File: src/rtl/rom_port_arbiter.sv
// Arbitrates the single-port instruction ROM between the fetch port (I) and the data-load port (D).
// D wins ties until it has starved I for MAX_D_STREAK cycles in a row. Bad D addresses get an error response.
module rom_port_arbiter #(
  parameter int DEPTH        = 512,
  parameter int DEPTH_LOG    = 9,
  parameter int WIDTH        = 32,
  parameter int MAX_D_STREAK = 3
) (
  input  logic                 clk,
  input  logic                 resetb,
  input  logic                 i_req,
  input  logic [31:0]          i_addr,
  output logic                 i_gnt,
  output logic                 i_rvalid,
  output logic [WIDTH-1:0]     i_rdata,
  input  logic                 d_req,
  input  logic [31:0]          d_addr,
  output logic                 d_gnt,
  output logic                 d_rvalid,
  output logic [WIDTH-1:0]     d_rdata,
  output logic                 d_err,
  output logic [DEPTH_LOG-1:0] rom_addr,
  input  logic [WIDTH-1:0]     rom_rdata
);

  localparam int SW = $clog2(MAX_D_STREAK + 1);
  localparam logic [SW-1:0] StreakMax = SW'(MAX_D_STREAK);

  logic [DEPTH_LOG-1:0] iIdx;
  logic [DEPTH_LOG-1:0] dIdx;
  logic [DEPTH_LOG-1:0] lastAddr;
  logic [SW-1:0]        streak;
  logic [SW-1:0]        streakNext;
  logic                 dBad;
  logic                 grantI;
  logic                 grantD;
  logic                 grantBad;
  logic                 iValid;
  logic                 dValid;
  logic                 dErr;
  logic                 unusedAddrBits;

  assign iIdx = i_addr[DEPTH_LOG+1:2];
  assign dIdx = d_addr[DEPTH_LOG+1:2];
  assign unusedAddrBits = ^{i_addr[31:DEPTH_LOG+2], i_addr[1:0]};

  // A D address outside the ROM or not word-aligned is answered with an error and never touches the ROM.
  assign dBad = (d_addr[1:0] != 2'b00) || (d_addr[31:2] >= 30'(DEPTH));

  always_comb begin
    grantD     = 1'b0;
    grantI     = 1'b0;
    grantBad   = 1'b0;
    streakNext = streak;
    if (resetb) begin
      grantBad = d_req && dBad;
      grantD   = d_req && !dBad && (!i_req || (streak != StreakMax));
      grantI   = i_req && !grantD;
      if (!i_req || grantI) begin
        streakNext = '0;
      end else if (grantD && (streak != StreakMax)) begin
        streakNext = streak + 1'b1;
      end
    end
  end

  assign i_gnt = grantI;
  assign d_gnt = grantD || grantBad;

  always_comb begin
    rom_addr = lastAddr;
    if (!resetb) begin
      rom_addr = '0;
    end else if (grantD) begin
      rom_addr = dIdx;
    end else if (grantI) begin
      rom_addr = iIdx;
    end
  end

  always_ff @(posedge clk or negedge resetb) begin
    if (!resetb) begin
      streak   <= '0;
      lastAddr <= '0;
      iValid   <= 1'b0;
      dValid   <= 1'b0;
      dErr     <= 1'b0;
    end else begin
      streak   <= streakNext;
      iValid   <= grantI;
      dValid   <= grantD || grantBad;
      dErr     <= grantBad;
      if (grantD || grantI) begin
        lastAddr <= rom_addr;
      end
    end
  end

  // The ROM's registered output is shared; each port only sees it while its own good response is valid.
  assign i_rvalid = iValid;
  assign i_rdata  = iValid ? rom_rdata : '0;
  assign d_rvalid = dValid;
  assign d_err    = dErr;
  assign d_rdata  = (dValid && !dErr) ? rom_rdata : '0;

endmodule

File: config.mk
export PLATFORM = sky130hd
export DESIGN_NAME = rom_port_arbiter
export DESIGN_NICKNAME = d
export VERILOG_FILES = /design/src/rtl/rom_port_arbiter.sv
export SDC_FILE = /design/constraint.sdc
export NUM_CORES = 1
export LEC_CHECK = 0
export CAP_MARGIN = 0
export CORE_UTILIZATION = 26
export DETAILED_ROUTE_END_ITERATION = 8
export HOLD_SLACK_MARGIN = 0.08
export PLACE_DENSITY = 0.86
export SYNTH_ARGS = -nofsm -noshare
export SYNTH_HDL_FRONTEND = slang
export SYNTH_SLANG_ARGS = --single-unit
File: constraint.sdc
create_clock -name clk -period 5.2 [get_ports clk]
set_input_delay 0.78 -clock clk [delete_from_list [all_inputs] [get_ports clk]]
set_output_delay 0.78 -clock clk [all_outputs]
set_load 0.02 [all_outputs]
==> impl_metrics.env <==
export IMPL_grt_max_degree=34
export IMPL_ys_top_cells_by_area="and2_1, dfrtp_1, a221o_1, a21oi_1, nand2_1"
export IMPL_setup_viol=0
export IMPL_critPathCaptureType="output pin"
export IMPL_cts_resized=0
export IMPL_die_height_um=72.1
export IMPL_portBuffers=154
export IMPL_synth_mux_area_fraction=0
export IMPL_die_area_um2=5200
export IMPL_syn_area_um2=1280
export IMPL_synth_simple_gate_area_share=0.423
export IMPL_die_w_um=72.1
export IMPL_fin_cells=371
export IMPL_synth_avg_cell_area_um2=8.25
export IMPL_reg2reg_to="lastAddr[3]"
export IMPL_yosysTopAreaCellShare=0.323
export IMPL_relSlewSlack=0.149
export IMPL_cts_max_path_buffers=2
export IMPL_start_util=0.271
export IMPL_fin_skew_ns=0.00261
export IMPL_ant_nets=0
export IMPL_clk_pin_slew_ns=0.06
export IMPL_drt_iter0_markers=26
export IMPL_dp_cells=367
export IMPL_outcome="finished, final reports clean"
export IMPL_path_class="primary input to output pin"
export IMPL_layout_drive_gt1_share=0.0329
export IMPL_synth_seq_cells=14
export IMPL_clock_sinks=14
export IMPL_grt_overflow=0
export IMPL_synth_xor_area_share=0
export IMPL_ys_seq_area_frac=0.274
export IMPL_irDropWorstVdd_v=0.000104
export IMPL_synth_edff_count=0
export IMPL_drc_errors=0
export IMPL_clk_latency_ns=0.24
export IMPL_rrSetupSlack_ns=3.22
export IMPL_synth_top_family_by_area="simple AND/OR/NAND/NOR gates"
export IMPL_r2r_start="streak[0]"
export IMPL_rr_worst_depth=4
export IMPL_syn_inst=155
export IMPL_wl_um=4930
export IMPL_grt_util_all_layers=0.182
export IMPL_coreArea_um2=4720
export IMPL_cts_buffers=3
export IMPL_first_pass_iters=4
export IMPL_hpwl_um=4110
export IMPL_wire_per_inst_um=13.3
export IMPL_finalMaxSlewViolations=0
export IMPL_diodes=0
export IMPL_placed_area_um2=2870
export IMPL_yosysMostFrequentCell="and2_1"
export IMPL_min_delay_start="streak[1]"
export IMPL_power_leakage_nw=1.13
export IMPL_synth_nets=256
export IMPL_cts_tree="built"
export IMPL_drt_vias_per_instance=4.74
export IMPL_antenna_found_initial=0
export IMPL_min_path_type="flip-flop to flip-flop"
export IMPL_cts_setup_buffers=0
export IMPL_tightestPinTransition_ns=1.27
export IMPL_cts_root_buf="clkbuf_8"
export IMPL_powerDensity_nw_per_um2=147
export IMPL_synthArstFlopShare=1.00
export IMPL_place_congestion=0.749
export IMPL_synth_cell_type_count=25
export IMPL_hold_violations=0
export IMPL_num_rows=25
export IMPL_cp_required_ns=4.42
export IMPL_utilization=0.619
export IMPL_rsz0062_at_grt="no"
export IMPL_dominantRegCellSynth="dfrtp_1"
export IMPL_synth_compound_area_frac=0.244
export IMPL_crit_path_end="rom_addr[6]"
export IMPL_nets=406
export IMPL_ios=178
export IMPL_fmax_ghz=0.223
export IMPL_syn_to_final_growth_pct=128
export IMPL_crit_arrival_ns=3.70
export IMPL_yosysWarnings=0
export IMPL_h_tree_depth=1
export IMPL_vias=1758
export IMPL_drv_cap=0
export IMPL_period_needed_ns=4.48
export IMPL_cp_max_fo=15
export IMPL_grt_pass1_vias=1713
export IMPL_critPathLaunch="d_addr[19]"
export IMPL_cts_hold_buf=0
export IMPL_synth_adder_area_share=0.00978
export IMPL_ys_top_cells_by_count="and2_1, a221o_1, dfrtp_1, nand2_1, a21oi_1"
export IMPL_final_cell_area_um2=2920
export IMPL_grt_pass1_wl_um=7490
export IMPL_cp_start_kind="primary input"
export IMPL_yosysTopAreaCell="and2_1"
export IMPL_final_setup_tns_ns=0
export IMPL_power_mw=0.429
export IMPL_fin_crit_sh=0.861
==> worst max-delay path, stage by stage <==
cell,delay [ns]
clkdlybuf4s50_1,0.46
nor3_1,0.04
and4_1,0.36
a311oi_1,1.12
a221o_1,0.32
clkdlybuf4s50_1,0.60
==> stage by stage <==
stage                     worst slack [ns]  hold slack (ns)
after floorplan                       2.03            0.450
after global placement               0.834            0.470
after detailed placement             0.722            0.495
after CTS                            0.729            0.510
after global routing                 0.512            0.530
final                                0.725            0.511
==> placed cells by master (no fill, tap or decap), types with 2 or more instances in the layout <==
| master | netlist | final |
|---|---|---|
| nor4_1 | 3 | 3 |
| a221o_1 | 18 | 18 |
| nand2_1 | 13 | 13 |
| o41ai_1 | 2 | 2 |
| buf_4 | 1 | 2 |
| and2_1 | 66 | 66 |
| clkbuf_8 | 0 | 4 |
| clkdlybuf4s50_1 | 0 | 154 |
| inv_1 | 3 | 3 |
| a21oi_1 | 11 | 11 |
| dfrtp_1 | 14 | 14 |
==> sequential cells by signal (all words and copies together) (netlist names) <==
name      cells
d_err         1
d_rvalid      1
i_rvalid      1
lastAddr      9
streak        2
==> report_power, final <==
part,total (mW),switching (mW),internal (mW)
Combinational,0.194,0.0769,0.117
Sequential,0.127,0.00861,0.119
Clock,0.108,0.0405,0.0670
Total,0.429,0.126,0.303
==> layer usage <==
metal,share of wire,global-route usage
met5,0,0
met4,0.0032,0.0501
met3,0.094,0.0444
met2,0.54,0.370
met1,0.36,0.180
==> how the worst min path moves through the flow <==
| stage | to | slack, ns | cells past startpoint |
|---|---|---|---|
| floorplan | streak[1] | 0.45 | 2 |
| global placement | streak[1] | 0.47 | 2 |
| detailed placement | streak[1] | 0.49 | 2 |
| CTS | streak[1] | 0.51 | 2 |
| global route | streak[1] | 0.53 | 2 |
| finish | streak[1] | 0.51 | 2 |
==> logic make-up (layout without fill, tap and decap cells) <==
| family | Yosys count | after routing |
|---|---|---|
| simple gates | 91 | 91 |
| flops | 14 | 14 |
| compound gates | 35 | 35 |
| fa+ha+maj | 1 | 1 |
| buf+inv | 14 | 163 |
==> area by class of cell <==
type / count / area [um^2]
fillers: 440 / 1800
repair buffers: 156 / 1560
multi-input cells: 127 / 865
flip-flops and latches: 14 / 350
well taps: 67 / 83.8
clock buffers: 4 / 55.1
inverters: 3 / 11.3
(Power assumes the default switching activity.)
